<file path="src/rtl/mips_datapath_memory_arbiter_pkg.sv">
// mips_datapath_memory_arbiter_pkg: shared encodings and sizing for the data-RAM arbiter
package mips_datapath_memory_arbiter_pkg;
   typedef enum logic {IDLE, LOCKED} state_t;
   typedef enum logic {CORE, LOADER} owner_t;
   localparam int DEF_MAX_WAIT = 8;
   function automatic int wait_w(input int max_wait);
      return $clog2(max_wait + 1);
   endfunction
endpackage

</file>
<file path="src/rtl/mips_datapath_memory_arbiter_if.sv">
// mips_datapath_memory_arbiter_if: core, loader and RAM buses of the data-RAM arbiter
interface mips_datapath_memory_arbiter_if #(
   parameter int ADDR_W = 9,
   parameter int DATA_W = 32
);
   logic              core_req, core_we, core_gnt, core_stall, core_rvalid;
   logic [ADDR_W-1:0] core_addr;
   logic [DATA_W-1:0] core_wdata, core_rdata;
   logic              loader_req, loader_we, loader_lock, loader_gnt, loader_rvalid;
   logic [ADDR_W-1:0] loader_addr;
   logic [DATA_W-1:0] loader_wdata, loader_rdata;
   logic              ram_en, ram_we;
   logic [ADDR_W-1:0] ram_addr;
   logic [DATA_W-1:0] ram_wdata, ram_rdata;
   modport slave (
      input  core_req, core_we, core_addr, core_wdata,
      input  loader_req, loader_we, loader_lock, loader_addr, loader_wdata, ram_rdata,
      output core_gnt, core_stall, core_rvalid, core_rdata,
      output loader_gnt, loader_rvalid, loader_rdata,
      output ram_en, ram_we, ram_addr, ram_wdata
   );
   modport master (
      output core_req, core_we, core_addr, core_wdata,
      output loader_req, loader_we, loader_lock, loader_addr, loader_wdata, ram_rdata,
      input  core_gnt, core_stall, core_rvalid, core_rdata,
      input  loader_gnt, loader_rvalid, loader_rdata,
      input  ram_en, ram_we, ram_addr, ram_wdata
   );
endinterface

</file>
<file path="src/rtl/mips_datapath_memory_arbiter_age.sv">
// mips_datapath_memory_arbiter_age: saturating count of consecutive denied loader cycles
module mips_datapath_memory_arbiter_age
   import mips_datapath_memory_arbiter_pkg::*;
#(
   parameter  int MAX_WAIT = DEF_MAX_WAIT,
   localparam int W        = wait_w(MAX_WAIT)
) (
   input  logic clk,
   input  logic rst_n,
   input  logic i_inc,
   input  logic i_clr,
   output logic o_sat
);
   logic [W-1:0] r_cnt;
   assign o_sat = r_cnt == W'(MAX_WAIT);
   // count up while the loader is refused, hold at the threshold, clear on grant or idle
   always_ff @(posedge clk or negedge rst_n)
      if (!rst_n) r_cnt <= '0;
      else if (i_clr) r_cnt <= '0;
      else if (i_inc && !o_sat) r_cnt <= r_cnt + W'(1);
endmodule

</file>
<file path="src/rtl/mips_datapath_memory_arbiter.sv">
// mips_datapath_memory_arbiter: core/loader arbiter for the shared data RAM
// Optional loader burst lock: MIPS_DATAPATH_MEMORY_ARBITER_LOCK_EN
module mips_datapath_memory_arbiter
   import mips_datapath_memory_arbiter_pkg::*;
#(
   parameter int ADDR_W   = 9,
   parameter int DATA_W   = 32,
   parameter int MAX_WAIT = DEF_MAX_WAIT
) (
   input logic clk,
   input logic rst_n,
   mips_datapath_memory_arbiter_if.slave bus
);
   logic              w_force, w_lock_act, w_core_gnt, w_loader_gnt, w_sat;
   logic              w_inc, w_clr, w_en, w_we, r_rvalid;
   logic [ADDR_W-1:0] w_addr;
   logic [DATA_W-1:0] w_wdata;
   owner_t            r_owner;
   assign w_inc = bus.loader_req & ~w_loader_gnt;
   assign w_clr = w_loader_gnt | ~bus.loader_req;
   mips_datapath_memory_arbiter_age #(.MAX_WAIT(MAX_WAIT)) u_age (
      .clk   (clk),
      .rst_n (rst_n),
      .i_inc (w_inc),
      .i_clr (w_clr),
      .o_sat (w_sat)
   );
`ifdef MIPS_DATAPATH_MEMORY_ARBITER_LOCK_EN
   state_t r_state;
   // a held lock keeps the RAM for the loader; dropping it restores IDLE rules in the same cycle
   assign w_lock_act = (r_state == LOCKED) & bus.loader_lock;
   // enter LOCKED on a locked loader grant, stay while the lock is held
   always_ff @(posedge clk or negedge rst_n)
      if (!rst_n) r_state <= IDLE;
      else r_state <= (bus.loader_lock & (w_loader_gnt | w_lock_act)) ? LOCKED : IDLE;
`else
   assign w_lock_act = 1'b0;
`endif
   assign w_force      = w_sat & bus.loader_req;
   assign w_loader_gnt = rst_n & bus.loader_req & (w_lock_act | w_force | ~bus.core_req);
   assign w_core_gnt   = rst_n & bus.core_req & ~w_lock_act & ~w_force;
   assign w_en         = w_core_gnt | w_loader_gnt;
   assign w_we         = w_core_gnt ? bus.core_we : w_loader_gnt & bus.loader_we;
   assign w_addr       = w_core_gnt ? bus.core_addr : w_loader_gnt ? bus.loader_addr : '0;
   assign w_wdata      = w_core_gnt ? bus.core_wdata : w_loader_gnt ? bus.loader_wdata : '0;
   assign bus.core_gnt   = w_core_gnt;
   assign bus.loader_gnt = w_loader_gnt;
   assign bus.core_stall = rst_n & bus.core_req & ~w_core_gnt;
   assign bus.ram_en     = w_en;
   assign bus.ram_we     = w_we;
   assign bus.ram_addr   = w_addr;
   assign bus.ram_wdata  = w_wdata;
   // remember who issued this cycle's read so next cycle's RAM data reaches its owner
   always_ff @(posedge clk or negedge rst_n)
      if (!rst_n) begin
         r_rvalid <= 1'b0;
         r_owner  <= CORE;
      end else begin
         r_rvalid <= w_en & ~w_we;
         r_owner  <= w_loader_gnt ? LOADER : CORE;
      end
   assign bus.core_rvalid   = r_rvalid & (r_owner == CORE);
   assign bus.loader_rvalid = r_rvalid & (r_owner == LOADER);
   assign bus.core_rdata    = bus.core_rvalid ? bus.ram_rdata : '0;
   assign bus.loader_rdata  = bus.loader_rvalid ? bus.ram_rdata : '0;
endmodule

</file>
<file path="src/flat_wrapper.sv">
// flat-port wrapper written by rule: the top's interface ports become plain ports
module mips_datapath_memory_arbiter_flat import mips_datapath_memory_arbiter_pkg::*;
#(
   parameter int ADDR_W   = 9,
   parameter int DATA_W   = 32,
   parameter int MAX_WAIT = DEF_MAX_WAIT
)
  (clk, rst_n, bus_core_req, bus_core_we, bus_core_addr, bus_core_wdata, bus_loader_req, bus_loader_we, bus_loader_lock, bus_loader_addr, bus_loader_wdata, bus_ram_rdata, bus_core_gnt, bus_core_stall, bus_core_rvalid, bus_core_rdata, bus_loader_gnt, bus_loader_rvalid, bus_loader_rdata, bus_ram_en, bus_ram_we, bus_ram_addr, bus_ram_wdata);
  mips_datapath_memory_arbiter_if #(.ADDR_W(ADDR_W), .DATA_W(DATA_W)) bus_i ();
  input logic clk;
  input logic rst_n;
  input wire logic [$bits(bus_i.core_req)-1:0] bus_core_req;
  input wire logic [$bits(bus_i.core_we)-1:0] bus_core_we;
  input wire logic [$bits(bus_i.core_addr)-1:0] bus_core_addr;
  input wire logic [$bits(bus_i.core_wdata)-1:0] bus_core_wdata;
  input wire logic [$bits(bus_i.loader_req)-1:0] bus_loader_req;
  input wire logic [$bits(bus_i.loader_we)-1:0] bus_loader_we;
  input wire logic [$bits(bus_i.loader_lock)-1:0] bus_loader_lock;
  input wire logic [$bits(bus_i.loader_addr)-1:0] bus_loader_addr;
  input wire logic [$bits(bus_i.loader_wdata)-1:0] bus_loader_wdata;
  input wire logic [$bits(bus_i.ram_rdata)-1:0] bus_ram_rdata;
  output wire logic [$bits(bus_i.core_gnt)-1:0] bus_core_gnt;
  output wire logic [$bits(bus_i.core_stall)-1:0] bus_core_stall;
  output wire logic [$bits(bus_i.core_rvalid)-1:0] bus_core_rvalid;
  output wire logic [$bits(bus_i.core_rdata)-1:0] bus_core_rdata;
  output wire logic [$bits(bus_i.loader_gnt)-1:0] bus_loader_gnt;
  output wire logic [$bits(bus_i.loader_rvalid)-1:0] bus_loader_rvalid;
  output wire logic [$bits(bus_i.loader_rdata)-1:0] bus_loader_rdata;
  output wire logic [$bits(bus_i.ram_en)-1:0] bus_ram_en;
  output wire logic [$bits(bus_i.ram_we)-1:0] bus_ram_we;
  output wire logic [$bits(bus_i.ram_addr)-1:0] bus_ram_addr;
  output wire logic [$bits(bus_i.ram_wdata)-1:0] bus_ram_wdata;
  assign bus_i.core_req = bus_core_req;
  assign bus_i.core_we = bus_core_we;
  assign bus_i.core_addr = bus_core_addr;
  assign bus_i.core_wdata = bus_core_wdata;
  assign bus_i.loader_req = bus_loader_req;
  assign bus_i.loader_we = bus_loader_we;
  assign bus_i.loader_lock = bus_loader_lock;
  assign bus_i.loader_addr = bus_loader_addr;
  assign bus_i.loader_wdata = bus_loader_wdata;
  assign bus_i.ram_rdata = bus_ram_rdata;
  assign bus_core_gnt = bus_i.core_gnt;
  assign bus_core_stall = bus_i.core_stall;
  assign bus_core_rvalid = bus_i.core_rvalid;
  assign bus_core_rdata = bus_i.core_rdata;
  assign bus_loader_gnt = bus_i.loader_gnt;
  assign bus_loader_rvalid = bus_i.loader_rvalid;
  assign bus_loader_rdata = bus_i.loader_rdata;
  assign bus_ram_en = bus_i.ram_en;
  assign bus_ram_we = bus_i.ram_we;
  assign bus_ram_addr = bus_i.ram_addr;
  assign bus_ram_wdata = bus_i.ram_wdata;
  mips_datapath_memory_arbiter #(.ADDR_W(ADDR_W), .DATA_W(DATA_W), .MAX_WAIT(MAX_WAIT)) u_core (.clk(clk), .rst_n(rst_n), .bus(bus_i));
endmodule
</file>
<file path="config.mk">
export PLATFORM = sky130hd
export DESIGN_NAME = mips_datapath_memory_arbiter_flat
export DESIGN_NICKNAME = d
export VERILOG_FILES = /design/src/rtl/mips_datapath_memory_arbiter_pkg.sv /design/src/rtl/mips_datapath_memory_arbiter_if.sv /design/src/rtl/mips_datapath_memory_arbiter_age.sv /design/src/rtl/mips_datapath_memory_arbiter.sv /design/src/flat_wrapper.sv
export SDC_FILE = /design/constraint.sdc
export NUM_CORES = 1
export LEC_CHECK = 0
export BUFFER_PORTS_ARGS = -buffer_cell sky130_fd_sc_hd__buf_2
export CAP_MARGIN = 25
export CORE_AREA = 5 5 88 90
export DETAILED_ROUTE_END_ITERATION = 12
export DIE_AREA = 0 0 93 95
export GPL_TIMING_DRIVEN = 0
export HOLD_SLACK_MARGIN = 0.15
export MAX_ROUTING_LAYER = met4
export SYNTH_ARGS = -nofsm -noshare
export SYNTH_HDL_FRONTEND = slang
export SYNTH_SLANG_ARGS = --single-unit
</file>
<file path="constraint.sdc">
create_clock -name clk -period 2.25 [get_ports clk]
set_input_delay 0.5625 -clock clk [delete_from_list [all_inputs] [get_ports clk]]
set_output_delay 0.5625 -clock clk [all_outputs]
set_load 0.02 [all_outputs]
</file>
### Word level (Yosys, flattened, before mapping)

Cells that the tools add are included.

* flip-flop bits (word level): 6
* bits of input ports: 121
* output and inout bits: 112
* logic and storage cells: 39

* add/subtract/negate cells: 1
* eq/ne operators: 1
* multiplexer cells: 10
* bitwise logic cells: 21
* reductions and logical operators: 3

Operators with widths (number)
* $mux 32: 4
* $mux 9: 2
* $and 1x1->1: 11
* $mux 4: 2
* $not 1->1: 7
* $add 4x1->4 const B: 1
* $eq 4x4->1 const B: 1
* $or 1x1->1: 3
* $mux 1: 2
* $reduce_bool 2->1: 1
* $logic_and 1x1->1: 1
* $logic_not 1->1: 1

### Logic depth before layout (Yosys ltp)

Gate-level depths: netlist (run 1).

* word-level depth: 9
* gate-level depth with buffers: 6
* depth with buffers taken out: 5

### By module

Synthesis (run 1) repeated with hierarchy kept, for this count alone.

* cells, all modules: 261
* area, all modules: 1626.6 um2

Modules (own cells, without submodules)
* mips_datapath_memory_arbiter: times used 1, cells each 237, area each 1393.8 um2, seq. area each 50.0 um2
* mips_datapath_memory_arbiter_age: times used 1, cells each 24, area each 232.7 um2, seq. area each 100.1 um2

### Least setup slack after synthesis (run 1)

Ideal clock, no wire load.

* path type: register to output
* start point: register u_core.u_age.r_cnt[0]
* end point: output port bus_ram_addr[1]
* arrival: 1.543 ns
* required time: 1.688 ns
* path slack: 0.145 ns
* stages on the path, launching flop included: 7
* buffers on the path: 1
* cell sequence: dfrtp_1 inv_1 ha_1 and3b_4 a21oi_4 buf_6 a22o_1

* elaborated cells between the ends (all ways): 8
* those cells by class: eq/ne: 1; mux: 2; bitwise: 5

RTL lines
* start: declaration: line mips_datapath_memory_arbiter_age.sv:14 `logic [W-1:0] r_cnt;`
* start signal: assignment: line mips_datapath_memory_arbiter_age.sv:20 `else if (i_inc && !o_sat) r_cnt <= r_cnt + W'(1);`
* $eq 4x4->1: line mips_datapath_memory_arbiter_age.sv:15 `assign o_sat = r_cnt == W'(MAX_WAIT);`
* $and 1x1->1: line mips_datapath_memory_arbiter.sv:39 `assign w_force = w_sat & bus.loader_req;`
* $not 1->1: line mips_datapath_memory_arbiter.sv:41 `assign w_core_gnt = rst_n & bus.core_req & ~w_lock_act & ~w_force;`
* $and 1x1->1: line mips_datapath_memory_arbiter.sv:41
* named net bus_core_gnt: line flat_wrapper.sv:22 `output wire logic [$bits(bus_i.core_gnt)-1:0] bus_core_gnt;`
* $mux 9: line mips_datapath_memory_arbiter.sv:44 `assign w_addr = w_core_gnt ? bus.core_addr : w_loader_gnt ? bus.loader_addr : '0;`
* end: declaration: line flat_wrapper.sv:31 `output wire logic [$bits(bus_i.ram_addr)-1:0] bus_ram_addr;`

The timed path passes the listed nets, and every way through them passes these cells.

### Worst setup path after layout (run 1)

* start point: register u_core.u_age.r_cnt[1]
* end point: output port bus_ram_wdata[13]

* cells in the longest elaborated chain, start to end: 6
* elaborated cells between the ends (all ways): 8
* those cells by class: eq/ne: 1; mux: 2; bitwise: 5

RTL lines
* $eq 4x4->1 *: line mips_datapath_memory_arbiter_age.sv:15
* $and 1x1->1 *: line mips_datapath_memory_arbiter.sv:39
* $or 1x1->1: line mips_datapath_memory_arbiter.sv:40 `assign w_loader_gnt = rst_n & bus.loader_req & (w_lock_act | w_force | ~bus.core_req);`
* $and 1x1->1: line mips_datapath_memory_arbiter.sv:40
* $mux 32: line mips_datapath_memory_arbiter.sv:45 `assign w_wdata = w_core_gnt ? bus.core_wdata : w_loader_gnt ? bus.loader_wdata : '0;`
* $mux 32 *: line mips_datapath_memory_arbiter.sv:45
* end: declaration: line flat_wrapper.sv:32 `output wire logic [$bits(bus_i.ram_wdata)-1:0] bus_ram_wdata;`

Every way passes the cells marked *; elsewhere a longest branch is shown, timed or not.

==> results of run 1 <==
registers in the layout, indices dropped and copies added (netlist names):
name / count
u_core.r_rvalid: 1
u_core.r_owner: 1
u_core.u_age.r_cnt: 4
worst min-delay path by stage:
| stage | from | to | slack (ns) | depth (start not counted) |
|---|---|---|---|---|
| CTS | bus_loader_we | u_core.r_rvalid | 0.57 | 2 |
| finish | bus_loader_we | u_core.r_rvalid | 0.56 | 2 |
| floorplan | rst_n | u_core.r_owner | 0.27 | 0 |
| global route | bus_core_we | u_core.r_rvalid | 0.59 | 2 |
| detailed placement | rst_n | u_core.u_age.r_cnt[2] | 0.41 | 1 |
| global placement | rst_n | u_core.u_age.r_cnt[2] | 0.40 | 1 |
layer usage:
| layer | wire length [um] | track usage | up-vias |
|---|---|---|---|
| met5 | 0 | - | - |
| met4 | 112 | 0.0452 | 0 |
| met3 | 726 | 0.0255 | 14 |
| met2 | 3890 | 0.307 | 145 |
| met1 | 2760 | 0.163 | 1024 |
| li1 | - | - | 1116 |
cell type report:
class                      instances  share of cell area
sequential                         6              0.0485
buffer                            18              0.0493
clock buffer                       3              0.0133
tap                               82              0.0332
inverter                           4             0.00485
timing repair buffer             250               0.516
multi-input combinational        134               0.335
repair_timing:
item                                    CTS  global route
buffers inserted                         12             3
endpoints found under the setup margin   64            52
hold buffers                              2             0
pin swaps                                 3            22
resized for setup                       100            11
endpoints found under the hold margin     3             0
gates cloned                              2             0
through the flow:
step	hold WS, ns	area (um2)	std cells	setup TNS (ns)
5_1_grt	0.590	3090	497	-3.97
3_3_place_gp	0.401	2520	475	-7.94
6_report	0.560	3090	497	-2.11
4_1_cts	0.572	3020	494	-0.408
2_1_floorplan	0.267	1270	162	0
3_5_place_dp	0.408	2520	475	-8.58
where the power goes:
part           internal, W  total [W]  switching [W]
clock network     0.000115   0.000165      0.0000498
registers         0.000115   0.000123     0.00000835
logic             0.000305   0.000603       0.000299
total             0.000534   0.000891       0.000357
cells by family after synthesis:
family	Yosys count
AO/OA/AOI/OAI	49
XOR/XNOR	2
adder cells (fa/ha/maj)	2
buffers and inverters	22
flip-flops	6
AND/OR/NAND/NOR	81
worst register-to-register path: stages (launching register included):
cell,delay (ns)
dfrtp_1,0.39
inv_2,0.09
ha_4,0.15
nand3b_4,0.09
buf_4,0.14
buf_4,0.14
or3_1,0.30
a31oi_1,0.16
cells in the final DEF, fill, tap and decap left out, drive strengths merged, types with 2 or more instances in the layout:
| master | netlist | routed |
|---|---|---|
| a21oi | 2 | 2 |
| a22o | 42 | 42 |
| and2 | 33 | 33 |
| and3 | 32 | 32 |
| buf | 9 | 257 |
| clkbuf | 9 | 12 |
| dfrtp | 6 | 6 |
| dlygate4sd3 | 0 | 2 |
| ha | 2 | 2 |
| inv | 4 | 4 |
| nand2 | 3 | 3 |
| nand3 | 3 | 3 |
| nand3b | 2 | 2 |
| nor2b | 2 | 2 |
| nor3 | 2 | 2 |
==> run metrics, run 1 <==
max cap viols 0; Power Density 288 nW/um2; Setup violations, final 41; Adder-Cell Fraction of Synth Area 0.0198; ANT cells 0; CP Buf/Inv Count 4; post-synthesis cell count 162; largest net degree at the start of global routing 11; #FFs+latches synth 6; EDFF count, synth 0; DPL Wire Length 5.93 mm; Critical-path top delay cell dfrtp_1; CTS Buf Count 3; routed wire length 7.50 mm; vias in the first global route 2306; synthesized cell area 1270 um2; initial antenna violation count 0; clk slew on worst S/H paths 0.04 ns; HP Class in -> reg; fin. max-slew vios 0; CTS tree built; NumNets Final 540; RSZ-0062 raised after global routing true; top cells by count, synth a22o_1 (39), and2_1 (33), and3_1 (32); Vias 2299; final worst setup slack -0.0695 ns; Crit path largest cell delay 0.39 ns; most frequent CP cell buf_6; GR Overflow Total 0; R2R Path End u_core.u_age.r_cnt[1]; Worst Path Max Fanout 10; Synth area leader a22o_1; Syn Nets 285; ys flop type dfrtp_1; Yosys Warn Count 0; Post-synth ARST share 1.00; critical path depth in cells 8; first-pass GRT wire length 11.0 mm; top-area cell type share of the netlist area 0.270; DRC 0; I/O pins 233; die height 95 um; Syn-to-layout area delta 144%; layout cells sized above 1 0.660; clk sink count 6; Worst setup endpoint bus_ram_wdata[13]; Post-Place Worst Slack -0.242 ns; post-synthesis compound-gate area fraction 0.347; gr usage total 0.158; Core Region 6980 um2; H-tree depth 1; Die X-Extent 93 um; Mapped Avg Cell Area 7.82 um2; CTS Root Cell clkbuf_8; sequential area share after synthesis 0.119; WL/cell 15.1 um; Crit. Startpoint u_core.u_age.r_cnt[1]; vias per inst 4.63; Pwr Total 0.000891 W; Worst path top cell family by delay buffers and inverters; Pleak 1.94 nW; Worst Reg-to-Reg Cells 7; Worst slew margin 0.771; critical path class reg -> out; fin crit share 1.03; reg2reg setup slack 0.70 ns; peak supply drop 0.145 mV; clk_lat worst skew 0.23 ns; largest family of logic cells by synthesized area simple AND/OR/NAND/NOR gates; worst slew pin tran 0.343 ns; FF+latch area 150 um2; most frequent cell after synthesis a22o_1; Worst setup SP type flop; failing checks setup timing; Critical R2R Launch u_core.u_age.r_cnt[1]; Setup Skew 0.00419 ns; WP data required 1.69 ns; Fillers 723; clock buffer depth 2; mux contribution to synthesized area 0; Post-Synth XOR/XNOR Area 0.0138; TritonRoute pass-1 iters 4; clock period minus worst slack 2.32 ns; nature of the critical path endpoint output pin; crit path DAT 1.76 ns; GPL Wtd Cong 0.842; DRT iter0 DRCs 72; Initial Utilization 0.181; endpoints failing hold 0; main area contributors after synthesis a22o_1 (27%), and2_1 (16%), and3_1 (16%); outcome complete, but fails checks; Max Fclk 0.431 GHz; num rows 31; Util after Layout 0.443; cells along the critical path inv_2 > ha_4 > and3b_4 > a21oi_4 > buf_12 > buf_6 > a22o_1 > buf_6; number of buffers added on ports 231; ANT nets after route 0; Die ar. 8840 um2; post-synthesis simple-gate area fraction 0.404; Netlist cell types 30; area of the multi-input gates 1040 um2
(Power assumes the default switching activity.)
==> run 2, diff against run 1 <==
Settings changed: BUFFER_PORTS_ARGS -buffer_cell sky130_fd_sc_hd__buf_2 to unset, CORE_AREA 5 5 88 90 to 5 5 87 89, DIE_AREA 0 0 93 95 to 0 0 92 94, DONT_BUFFER_PORTS set to 1.
==> run metrics, run 2 (synthesized netlist as in run 1, its figures left out) <==
outcome complete, but fails checks (unchanged); failing checks setup timing (unchanged); dpl cell area 1370 um2 (was 2520 um2); largest net degree at the start of global routing 12 (was 11); Net Sw Power 0.000298 W (was 0.000357 W); CTS tree built (unchanged); Die ar. 8650 um2 (was 8840 um2); Setup violations, final 29 (was 41); WP data required 1.69 ns (about the same); Worst setup SP type flop (unchanged); worst hold margin 0.474 ns (was 0.560 ns); CTS Buf Count 3 (unchanged); endpoints failing hold 0 (unchanged); clock period minus worst slack 2.27 ns (was 2.32 ns); nature of the critical path endpoint output pin (unchanged); routed wire length 6.78 mm (was 7.50 mm); fin crit share 1.01 (was 1.03); Largest regs u_core.u_age.r_cnt: 4 flops, u_core.r_owner: 1 flops, u_core.r_rvalid: 1 flops (unchanged); Syn-to-layout area delta 51.8% (was 144%); number of buffers added on ports 0 (was 231); Final Cell Area 1920 um2 (was 3090 um2); critical path class reg -> out (unchanged); Max Fclk 0.440 GHz (was 0.431 GHz); Initial Utilization 0.190 (was 0.181); peak supply drop 0.105 mV (was 0.145 mV); GR Overflow Total 0 (unchanged); Die X-Extent 92 um (was 93 um); most frequent cells in the layout and2_1 (33), and3_1 (32), a22o_4 (30) (was buf_2 (191), buf_6 (47), a22o_1 (39)); Reg power frac 0.180 (was 0.138); NumNets Final 303 (was 540); clk sink count 6 (unchanged); combinational fraction of design power 0.582 (was 0.677); clk slew on worst S/H paths 0.03 ns (was 0.04 ns); I/O pins 233 (unchanged); DPL Wire Length 5.50 mm (was 5.93 mm); Core Region 6680 um2 (was 6980 um2); DRC 0 (unchanged); clock share of power 0.238 (was 0.185); die height 94 um (was 95 um); Int Pwr 0.000389 W (was 0.000534 W); Worst slew margin 0.722 (was 0.771); Power Density 357 nW/um2 (was 288 nW/um2); clk_lat worst skew 0.22 ns (was 0.23 ns); ANT nets after route 0 (unchanged); most flop-heavy register u_core.u_age.r_cnt (unchanged); initial antenna violation count 0 (unchanged); CTS Root Cell clkbuf_8 (unchanged); Pwr Total 0.000687 W (was 0.000891 W); clock buffer depth 2 (unchanged); Vias 1476 (was 2299); crit path DAT 1.71 ns (was 1.76 ns); num rows 30 (was 31); TritonRoute pass-1 iters 4 (unchanged); RSZ-0062 raised after global routing true (unchanged); max cap viols 0 (unchanged); Sw Ratio 0.434 (was 0.400); layout cells sized above 1 0.427 (was 0.660); first-pass GRT wire length 8.90 mm (was 11.0 mm); Setup Skew 0.00477 ns (was 0.00419 ns); flip-flop count of the largest register after layout 4 (unchanged); HP Class in -> reg (unchanged); worst slew pin tran 0.416 ns (was 0.343 ns); H-tree depth 1 (unchanged); WL/cell 26.3 um (was 15.1 um); final worst setup slack -0.0215 ns (was -0.0695 ns); gr usage total 0.135 (was 0.158); DRT iter0 DRCs 30 (was 72); setup TNS -0.327 ns (was -2.11 ns); GPL Wtd Cong 0.778 (was 0.842); Pleak 0.970 nW (was 1.94 nW); ANT cells 0 (unchanged); most common cell after layout, fill and taps aside and2_1 (was buf_2); fin. max-slew vios 0 (unchanged); vias in the first global route 1501 (was 2306); vias per inst 5.72 (was 4.63); Worst Path Max Fanout 10 (unchanged)
-- run 2: timing repair --
action	4_1_cts	5_1_grt
cloned	0	2
resized for setup	65	30
hold endpoints to repair	6	0
endpoints found under the setup margin	73	70
pin swaps	2	5
buffers inserted	6	4
hold buffers	1	0
-- run 2: cell type report --
type	count	area [um2]
fillers	694	4760
multi-input cells	134	1290
plain buffers	18	174
repair buffers	13	155
flip-flops and latches	6	150
well taps	80	100
clock buffers	3	41.3
inverters	4	15.0
-- run 2: path summary, 6_finish.rpt --
check | from | end | slack, ns | cells after the start
hold / removal | bus_loader_req | u_core.u_age.r_cnt[0] | 0.47 | 1
min in group asynchronous | rst_n | u_core.u_age.r_cnt[3] | 0.65 | 1
max in group asynchronous | rst_n | u_core.r_owner | 1.39 | 1
hold reg to reg | u_core.u_age.r_cnt[2] | u_core.u_age.r_cnt[2] | 0.66 | 2
setup reg to reg | u_core.u_age.r_cnt[1] | u_core.r_rvalid | 0.64 | 6
setup / recovery | u_core.u_age.r_cnt[1] | bus_ram_wdata[23] | -0.02 | 7
-- run 2: per-layer routing --
metal  vias to the layer above  part of all wire  global-route usage  wire length (um)
met1                       677              0.33               0.136              2260
met4                         0             0.013              0.0248                86
met2                       146              0.55               0.271              3760
li1                        644                 -                   -                 -
met5                         -                 0                   -                 0
met3                         9             0.099              0.0272               668
-- run 2: worst max-delay path, cell delays in order, from the launching register on --
cell,delay (ns)
dfrtp_1,0.40
inv_2,0.09
ha_4,0.15
and3b_4,0.23
a21oi_4,0.06
buf_6,0.14
buf_8,0.13
a22o_2,0.27
-- run 2: per-stage QoR --
| step | utilization | setup WS [ns] | instances |
|---|---|---|---|
| after floorplan | - | 0.145 | 162 |
| after global placement | 0.204 | -0.0983 | 242 |
| after detailed placement | 0.204 | -0.114 | 242 |
| after CTS | 0.254 | -0.0148 | 252 |
| after global routing | 0.288 | -0.0681 | 258 |
| final | 0.288 | -0.0215 | 258 |
-- run 2: power by group through the flow --
stage          combinational, W  clock (W)  sequential [W]
3_3_place_gp           0.000300          0        0.000124
5_1_grt                0.000421   0.000173        0.000125
2_1_floorplan          0.000261          0        0.000121
3_5_place_dp           0.000304          0        0.000125
6_report               0.000400   0.000164        0.000123
4_1_cts                0.000359   0.000168        0.000123
